File: config.mk
export PLATFORM = sky130hd
export DESIGN_NAME = melody_sequencer
export DESIGN_NICKNAME = d
export VERILOG_FILES = /design/src/rtl/melody_pkg.sv /design/src/rtl/melody_rom.sv /design/src/rtl/melody_sequencer.sv
export SDC_FILE = /design/constraint.sdc
export NUM_CORES = 1
export LEC_CHECK = 0
export BUFFER_PORTS_ARGS = -buffer_cell sky130_fd_sc_hd__buf_2
export CAP_MARGIN = 5
export CORE_MARGIN = 2
export CORE_UTILIZATION = 55
export DETAILED_ROUTE_END_ITERATION = 16
export MAX_ROUTING_LAYER = met4
export PLACE_DENSITY = 0.78
export SLEW_MARGIN = 20
export SYNTH_ARGS = -nofsm -noshare
export SYNTH_HDL_FRONTEND = slang
export SYNTH_HIERARCHICAL = 1
export SYNTH_SLANG_ARGS = --single-unit
File: constraint.sdc
create_clock -name clk -period 2.98 [get_ports clk]
set_input_delay 0.596 -clock clk [delete_from_list [all_inputs] [get_ports clk]]
set_output_delay 0.596 -clock clk [all_outputs]
set_load 0.01 [all_outputs]
File: src/rtl/melody_pkg.sv
// ============================================================================
// Module  : melody_pkg
// Brief   : Shared types, table geometry and the stored song for the melody
//           sequencer.
// Revision: 1.0 - initial release
// ============================================================================
`default_nettype none

package melody_pkg;

    localparam int NOTES   = 8;
    localparam int LEN     = 16;
    localparam int DUR_W   = 4;
    localparam int NOTE_W  = $clog2(NOTES);
    localparam int ADDR_W  = $clog2(LEN);
    localparam int IDX_W   = ADDR_W + 1;
    localparam int ENTRY_W = NOTE_W + DUR_W;

    typedef enum logic [NOTE_W-1:0] {
        NOTE_C    = 3'd0,
        NOTE_D    = 3'd1,
        NOTE_E    = 3'd2,
        NOTE_F    = 3'd3,
        NOTE_G    = 3'd4,
        NOTE_A    = 3'd5,
        NOTE_BB   = 3'd6,
        NOTE_REST = 3'd7
    } note_e;

    typedef struct packed {
        note_e             note;
        logic [DUR_W-1:0]  dur;
    } entry_t;

    typedef entry_t [LEN-1:0] song_t;

    typedef enum logic [2:0] {
        S_IDLE = 3'd0,
        S_LOAD = 3'd1,
        S_PLAY = 3'd2,
        S_GAP  = 3'd3,
        S_ADV  = 3'd4,
        S_DONE = 3'd5
    } state_e;

    function automatic entry_t mk_entry(note_e n, int unsigned d);
        entry_t e;
        e.note = n;
        e.dur  = d[DUR_W-1:0];
        return e;
    endfunction

    // Unused tail entries stay zero, which doubles as the end-of-song marker.
    function automatic song_t default_song();
        song_t s;
        s     = '0;
        s[0]  = mk_entry(NOTE_C, 2);
        s[1]  = mk_entry(NOTE_D, 2);
        s[2]  = mk_entry(NOTE_E, 2);
        s[3]  = mk_entry(NOTE_C, 2);
        s[4]  = mk_entry(NOTE_E, 2);
        s[5]  = mk_entry(NOTE_F, 2);
        s[6]  = mk_entry(NOTE_G, 4);
        s[7]  = mk_entry(NOTE_REST, 2);
        s[8]  = mk_entry(NOTE_G, 1);
        s[9]  = mk_entry(NOTE_A, 1);
        s[10] = mk_entry(NOTE_BB, 2);
        s[11] = mk_entry(NOTE_C, 4);
        return s;
    endfunction

    localparam song_t SONG = default_song();

endpackage

`default_nettype wire

File: src/rtl/melody_rom.sv
// ============================================================================
// Module  : melody_rom
// Brief   : Combinational note-table lookup; the table is a parameter so a
//           different song is just a different constant.
// Revision: 1.0 - initial release
// ============================================================================
`default_nettype none

module melody_rom
    import melody_pkg::*;
#(
    parameter song_t SONG_TBL = SONG
) (
    input  logic [ADDR_W-1:0]  addr,
    output logic [ENTRY_W-1:0] entry
);

    assign entry = SONG_TBL[addr];

endmodule

`default_nettype wire

File: src/rtl/melody_sequencer.sv
// ============================================================================
// Module  : melody_sequencer
// Brief   : Steps through the note table, gating one gamma line onto the
//           buzzer for each note's beat count, with a silent gap after it.
// Revision: 1.0 - initial release
// ============================================================================
`default_nettype none

module melody_sequencer
    import melody_pkg::*;
#(
    parameter int    GAP_BEATS = 1,
    parameter song_t SONG_TBL  = SONG
) (
    input  logic              clk,
    input  logic              rst_n,
    input  logic              en,
    input  logic [NOTES-1:0]  gamma,
    input  logic              start,
    input  logic              stop,
    input  logic              loop,
    output logic              tone,
    output logic              busy,
    output logic [ADDR_W-1:0] note_idx,
    output logic              done
);

    localparam int               GAP_W    = (GAP_BEATS > 1) ? $clog2(GAP_BEATS) : 1;
    localparam logic [GAP_W-1:0] GAP_LAST = GAP_W'(GAP_BEATS - 1);
    localparam logic [IDX_W-1:0] IDX_END  = IDX_W'(LEN);

    state_e             state_q, state_d;
    logic [IDX_W-1:0]   idx_q,   idx_d;
    logic [NOTE_W-1:0]  note_q,  note_d;
    logic [DUR_W-1:0]   beat_q,  beat_d;
    logic [GAP_W-1:0]   gap_q,   gap_d;
    logic               tone_q,  tone_d;

    logic [ENTRY_W-1:0] rom_data;
    entry_t             entry;
    logic               end_of_song;

    melody_rom #(
        .SONG_TBL (SONG_TBL)
    ) u_rom (
        .addr  (idx_q[ADDR_W-1:0]),
        .entry (rom_data)
    );

    assign entry = entry_t'(rom_data);
    // The extra pointer bit marks running off the end of the table.
    assign end_of_song = (entry.dur == '0) || (idx_q >= IDX_END);

    always_comb begin
        state_d = state_q;
        idx_d   = idx_q;
        note_d  = note_q;
        beat_d  = beat_q;
        gap_d   = gap_q;
        tone_d  = 1'b0;

        case (state_q)
            S_IDLE: begin
                if (start) begin
                    state_d = S_LOAD;
                    idx_d   = '0;
                end
            end
            S_LOAD: begin
                if (end_of_song) begin
                    // Restarting from entry 0 only when not already there keeps an empty table from spinning.
                    if (loop && (idx_q != '0)) begin
                        idx_d = '0;
                    end else begin
                        state_d = S_DONE;
                    end
                end else begin
                    note_d  = entry.note;
                    beat_d  = entry.dur;
                    state_d = S_PLAY;
                end
            end
            S_PLAY: begin
                if (en) begin
                    beat_d = beat_q - 1'b1;
                    if (beat_q == DUR_W'(1)) begin
                        if (GAP_BEATS > 0) begin
                            state_d = S_GAP;
                            gap_d   = '0;
                        end else begin
                            state_d = S_ADV;
                        end
                    end
                end
            end
            S_GAP: begin
                if (en) begin
                    gap_d = gap_q + 1'b1;
                    if (gap_q == GAP_LAST) begin
                        state_d = S_ADV;
                    end
                end
            end
            S_ADV: begin
                idx_d   = (idx_q >= IDX_END) ? idx_q : idx_q + 1'b1;
                state_d = S_LOAD;
            end
            S_DONE: begin
                state_d = S_IDLE;
            end
            default: begin
                state_d = S_IDLE;
            end
        endcase

        if (stop) begin
            state_d = S_IDLE;
        end

        // Keyed on the next state so tone_q can only be non-zero while state_q is PLAY.
        if ((state_d == S_PLAY) && (note_d != NOTE_REST)) begin
            tone_d = gamma[note_d];
        end
    end

    always_ff @(posedge clk or negedge rst_n) begin
        if (!rst_n) begin
            state_q <= S_IDLE;
            idx_q   <= '0;
            note_q  <= '0;
            beat_q  <= '0;
            gap_q   <= '0;
            tone_q  <= 1'b0;
        end else begin
            state_q <= state_d;
            idx_q   <= idx_d;
            note_q  <= note_d;
            beat_q  <= beat_d;
            gap_q   <= gap_d;
            tone_q  <= tone_d;
        end
    end

    assign tone     = tone_q;
    assign busy     = (state_q == S_LOAD) || (state_q == S_PLAY) || (state_q == S_GAP);
    assign done     = (state_q == S_DONE);
    assign note_idx = idx_q[ADDR_W-1:0];

endmodule

`default_nettype wire

==> results of run 1 <==
cell type report:
class / count / area share
inverter: 11 / 0.0287
tap: 28 / 0.0243
timing repair buffer: 19 / 0.0660
clock buffer: 4 / 0.0182
sequential: 17 / 0.295
multi-input combinational: 117 / 0.567
per-layer routing:
metal	vias to the layer above	global-route usage	part of all wire
met2	38	0.403	0.49
met3	4	0.0282	0.050
met4	0	0.120	0.013
met5	-	-	0
li1	592	-	-
met1	580	0.298	0.44
critical path: stages (launching register included):
cell	delay, ns
dfrtp_1	0.56
nand2b_4	0.10
mux2i_1	0.19
or4_1	0.63
nand2_1	0.25
a21oi_1	0.07
o211a_1	0.22
o311a_1	0.36
how the worst min path moves through the flow:
stage | start | to | cells past startpoint
finish | rst_n | beat_q[3]$_DFFE_PN0P_ | 1
global route | rst_n | gap_q$_DFFE_PN0P_ | 1
CTS | rst_n | beat_q[3]$_DFFE_PN0P_ | 1
detailed placement | gap_q$_DFFE_PN0P_ | gap_q$_DFFE_PN0P_ | 2
global placement | gap_q$_DFFE_PN0P_ | gap_q$_DFFE_PN0P_ | 2
floorplan | rst_n | beat_q[0]$_DFFE_PN0P_ | 0
placed cells by master (no fill, tap or decap), types with 2 or more instances in the layout:
master,n
nor3b_1,2
buf_2,19
nand3_1,3
and2_1,2
nand4b_1,2
nor3_1,2
a21oi_1,9
o2bb2ai_1,2
ha_1,4
nand2_1,12
clkbuf_4,3
a221oi_1,2
o21ai_0,12
a31oi_1,2
dfrtp_1,17
a211oi_1,4
nand2b_1,10
nand2b_4,2
o211ai_1,3
o22ai_1,2
o31ai_1,2
o211a_1,2
nor2b_1,4
mux2i_1,4
nor2_1,8
inv_1,11
sequential cells by signal, summed over array words and instances (netlist names):
name,count
beat_q,4
gap_q,1
idx_q,5
note_q,3
state_q,3
tone,1
where the power goes:
part	switching (mW)	internal [mW]
clock network	0.0756	0.0523
logic	0.102	0.0755
registers	0.0423	0.265
total	0.220	0.392
cells in the mapped netlist, types with 3 or more instances:
library cell	n	area (sq um)
inv_1	11	41.3
nor2b_1	4	25.0
o211ai_1	3	22.5
o21ai_0	12	60.1
nand2_1	12	45.0
dfrtp_1	17	425
mux2i_1	4	40.0
clkbuf_1	4	15.0
nand2b_1	10	62.6
ha_1	4	50.1
a211oi_1	4	30.0
a21oi_1	9	45.0
nor2_1	8	30.0
buf_4	5	37.5
nand3_1	3	15.0
cells by family after synthesis:
| group | after synthesis | synth area share |
|---|---|---|
| buf+inv | 21 | 0.0780 |
| compound gates | 48 | 0.240 |
| mux | 4 | 0.0297 |
| simple gates | 60 | 0.296 |
| other cells | 1 | 0.00278 |
| fa+ha+maj | 4 | 0.0371 |
| flops | 17 | 0.316 |
==> impl_metrics.toml, run 1 <==
[run_status]
status = "complete, no violations"

[worst_setup_path]
end_kind = "flip-flop"
crit_required_ns = 3.17
worst_r2r_path_depth = 7
crit_end = "tone$_DFF_PN0_"
worstPathMaxFanout = 9
regToRegSetupSlack_ns = 0.47
worstSetupStartpoint = "idx_q[1]$_DFFE_PN0P_"
r2r_start = "idx_q[1]$_DFFE_PN0P_"
critPathKind = "reg2reg"
worstSetupStartpointType = "flip-flop"
cp.arrival_ns = 2.70
r2r-end = "tone$_DFF_PN0_"

[timing]
period_share = 0.842
whs_ns = 0.205
slew_headroom = 0.596
rsz0062_at_grt = "no"
drv_slew = 0
finalCriticalPeriod_ns = 2.51
setup-violations-final = 0
timing.final.hold_violations = 0
finalSetupTns_ns = 0
fin_skew_ns = 0.00139
setup_ws_ns = 0.471
worst_slew_pin_slew_ns = 0.605
timing.fmax_mhz = 399

[cts]
clock-sinks = 17
cts_tree = "built"
cts_buffer_depth = 2
ctsHoldBuffers = 0
cts.repair.resized = 0
path_clk_slew_ns = 0.10
cts_setup_buffers = 0
cts_root_buffer = "clkbuf_4"
numCtsBuffers = 3
clkLatencyLatePin_ns = 0.30
htree_levels = 1

[global_routing]
grt_max_degree = 19
grt_pass1_vias = 1095
gr-total-overflow = 0
grt.total_usage = 0.246
grt_pass1_wl_microns = 4880
antenna_found_initial = 0

[die]
die_x_microns = 53.5
die-area_sq_um = 2860
core_area_sq_um = 2250
num_rows = 17
die_y_microns = 53.5
initial_core_util = 0.598
ios = 21

[synthesis]
avgSynthCellArea_sq_um = 8.69
synth_seq_cells = 17
seq_area_frac_synth = 0.316
netlist_area_sq_um = 1350
synth_cells = 155
synth-edff-count = 0
async_flop_share = 1.00
ys.flop_type = "dfrtp_1"
syn-num-nets = 173
ys_warn_count = 6
yosysUniqueCellTypes = 49

[power_and_ir_drop]
vdd_ir_drop_max_mv = 0.285
leakagePower_nw = 0.667
p_total_uw = 612
power_density_nw_per_um2 = 425

[cells_and_area]
multi_input_area_sq_um = 817
final_area_sq_um = 1440
fill_cells = 202
diodes = 0
layout.cells.non_filler = 196
layout-drive-gt1-share = 0.185
ff_latch_area_sq_um = 425
nets = 187
area_growth_pct = 6.87
finalCoreUtilization = 0.639

[route]
vias_per_cell = 6.19
drc = 0
wire_per_inst_microns = 14.9
drtPass1Iterations = 4
vias = 1214
antenna_left = 0
drtIter0Drc = 38
routed_wl_microns = 2910

[place]
gp_congestion = 0.807
pre_cts_ws_ns = 0.504
dp_cells = 192
io_buffers = 19
post-dp-hpwl_microns = 2110
placedInstanceArea_sq_um = 1410

[job]
maxCapViolCount = 0

[min_path]
min_path_type = "in2async"
No activity file was read; power rests on OpenSTA's default activity.
==> run 2, diff against run 1 <==
- ABC_AREA: unset -> 1
- clock period: 2.98 -> 2.44 ns (I/O delays scaled with it)
==> run 2 against run 1 <==
Synthesized cell count rose by 10%; first-iteration DRC count decreased by 50%; area after synthesis is 9.9% lower; sequential power up 26%; non-clock buffer count unchanged; worst hold slack lost 0.11 ns; clock skew rose by 0.0048 ns; maximum frequency up 26%; combinational power grew 79%; die area shrank 9.2%; clock-buffer cell count unchanged; largest cell class unchanged.
==> impl_metrics.toml, run 2 <==
[run_status]
status = "complete, no violations"

[global_routing]
grt_pass1_vias = 1028
grt_pass1_wl_microns = 4150
gr-total-overflow = 0
grt_max_degree = 18
antenna_found_initial = 0
grt.total_usage = 0.219

[synthesis]
yosysUniqueCellTypes = 27
ys_warn_count = 6
seq_area_frac_synth = 0.351
avgSynthCellArea_sq_um = 7.10
synth-edff-count = 0
yosys.area_share.simple = 0.344
synthAdderAreaFrac = 0.0412
synth_area_leaders = "dfrtp_1 (35%), nand2_1 (11%), inv_1 (8.4%), nand3_1 (5.8%), nor2_1 (5.6%)"
synth_seq_cells = 17
yosysTopAreaCell = "dfrtp_1"
netlist_area_sq_um = 1210
synth_cells = 171
synth_compound_area_frac = 0.111
synthMuxAreaShare = 0
async_flop_share = 1.00
synth_top_family_by_area = "simple AND/OR/NAND/NOR gates"
synthXorXnorAreaFrac = 0.0289
synth_common_cells = "nand2_1 (36), inv_1 (27), nor2_1 (18), dfrtp_1 (17), nand3_1 (14)"
syn-num-nets = 189
synth_top_area_share = 0.351
ys.flop_type = "dfrtp_1"
synth.most_common_cell = "nand2_1"

[die]
die-area_sq_um = 2600
die_y_microns = 51.0
initial_core_util = 0.565
num_rows = 17
ios = 21
die_x_microns = 51.0
core_area_sq_um = 2150

[cells_and_area]
largest_reg_flops = 5
layout-drive-gt1-share = 0.175
top_register = "idx_q"
layout.cells.non_filler = 217
layout_commonest_cell = "nand2_1"
diodes = 0
nets = 208
fill_cells = 213
final_area_sq_um = 1330
area_growth_pct = 9.79
reg_top3 = "idx_q (5), beat_q (4)"
layout_common_cells = "nand2_1 (36), inv_1 (27), buf_2 (19)"

[power_and_ir_drop]
leakagePower_nw = 0.695
vdd_ir_drop_max_mv = 0.490
p_seq_frac = 0.452
netSwitchingFraction = 0.379
p_int_uw = 533
comb_power_share = 0.373
netSwitchingPower_uw = 325
p_clk_frac = 0.176
power_density_nw_per_um2 = 643

[worst_setup_path]
worstPathMaxFanout = 8
crit_required_ns = 2.66
r2r_start = "idx_q[0]$_DFFE_PN0P_"
critPathKind = "reg2reg"
cp.arrival_ns = 2.22
end_kind = "flip-flop"
regToRegSetupSlack_ns = 0.44
worstSetupStartpointType = "flip-flop"
worstSetupStartpoint = "idx_q[0]$_DFFE_PN0P_"

[cts]
clkLatencyLatePin_ns = 0.29
cts_root_buffer = "clkbuf_4"
cts_setup_buffers = 0
htree_levels = 1
cts.repair.resized = 0
clock-sinks = 17
cts_buffer_depth = 2
path_clk_slew_ns = 0.10
cts_tree = "built"
ctsHoldBuffers = 0
numCtsBuffers = 3

[place]
dp_cells = 213
gp_congestion = 0.969
post-dp-hpwl_microns = 1840
placedInstanceArea_sq_um = 1310
io_buffers = 19

[timing]
timing.fmax_mhz = 501
finalSetupTns_ns = 0
rsz0062_at_grt = "no"
fin_skew_ns = 0.00619
timing.final.hold_violations = 0
drv_slew = 0
period_share = 0.819
setup-violations-final = 0
finalCriticalPeriod_ns = 2.00

[route]
drtIter0Drc = 19
wire_per_inst_microns = 10.9
vias = 1098
drc = 0
vias_per_cell = 5.06
antenna_left = 0
routed_wl_microns = 2370
drtPass1Iterations = 4

[job]
maxCapViolCount = 0

[min_path]
min_path_type = "in2async"
## run 2: cell count changes in the layout (fill, tap and decap cells not counted), moves of 10 or more
cell	previous run	this run
nand2b_1	10	0
inv_1	11	27
nand3_1	3	14
nand2_1	12	36
nor2_1	8	18
## run 2: final timing paths
check	to	depth (start not counted)
worst max-delay path	idx_q[4]$_DFFE_PN0P_	12
worst min-delay path	beat_q[1]$_DFFE_PN0P_	1
worst max register to register	idx_q[4]$_DFFE_PN0P_	12
worst min register to register	note_q[2]$_DFF_PN0_	2
max in group asynchronous	state_q[2]$_DFF_PN0_	1
min in group clk	state_q[2]$_DFF_PN0_	2
## run 2: stage by stage
step | worst slack (ns) | util | hold slack [ns] | power, mW
3_5_place_dp | 0.501 | 0.608 | 0.432 | 0.717
4_1_cts | 0.451 | 0.620 | 0.109 | 0.869
6_report | 0.443 | 0.620 | 0.0986 | 0.857
2_1_floorplan | 0.758 | - | 0.192 | 0.641
3_3_place_gp | 0.551 | 0.608 | 0.431 | 0.704
5_1_grt | 0.202 | 0.620 | 0.117 | 0.936
## run 2: kinds of logic (layout without fill, tap and decap cells)
family / Yosys count / in the layout
buffers and inverters: 34 / 52
AOI/OAI and AO/OA: 24 / 24
xor gates and xnor gates: 4 / 4
DFF: 17 / 17
other: 1 / 1
adders and majority gates: 4 / 4
and+or+nand+nor: 87 / 87
## run 2: power groups by stage
stage | Combinational [mW] | Sequential [mW] | Clock (mW)
finish | 0.319 | 0.387 | 0.150
global route | 0.373 | 0.396 | 0.167
CTS | 0.325 | 0.388 | 0.156
detailed placement | 0.323 | 0.394 | 0
global placement | 0.312 | 0.391 | 0
floorplan | 0.257 | 0.384 | 0
## run 2: final cells by class
| type | instances | area [sq um] | area share |
|---|---|---|---|
| timing repair buffer | 19 | 95.1 | 0.0714 |
| sequential | 17 | 425 | 0.319 |
| tap | 28 | 35.0 | 0.0263 |
| clock buffer | 4 | 26.3 | 0.0197 |
| multi-input combinational | 120 | 642 | 0.482 |
| inverter | 29 | 109 | 0.0817 |
## run 2: critical path, cell delays in order (launching register included)
cell and delay, ns:
dfrtp_1 0.49, inv_1 0.12, nand2_1 0.10, nand2_1 0.06, nand2_1 0.06, inv_1 0.05, nor2_1 0.09, nand2_1 0.13
nand3_4 0.16, nand4_2 0.21, nor2_1 0.21, nand3_1 0.11, a21oi_1 0.15
## run 2: routing by layer
layer | track usage | wire [microns] | vias to the layer above
li1 | - | - | 578
met1 | 0.253 | 1070 | 499
met2 | 0.370 | 1180 | 17
met3 | 0.0351 | 71 | 4
met4 | 0.108 | 55 | 0
met5 | - | 0 | -
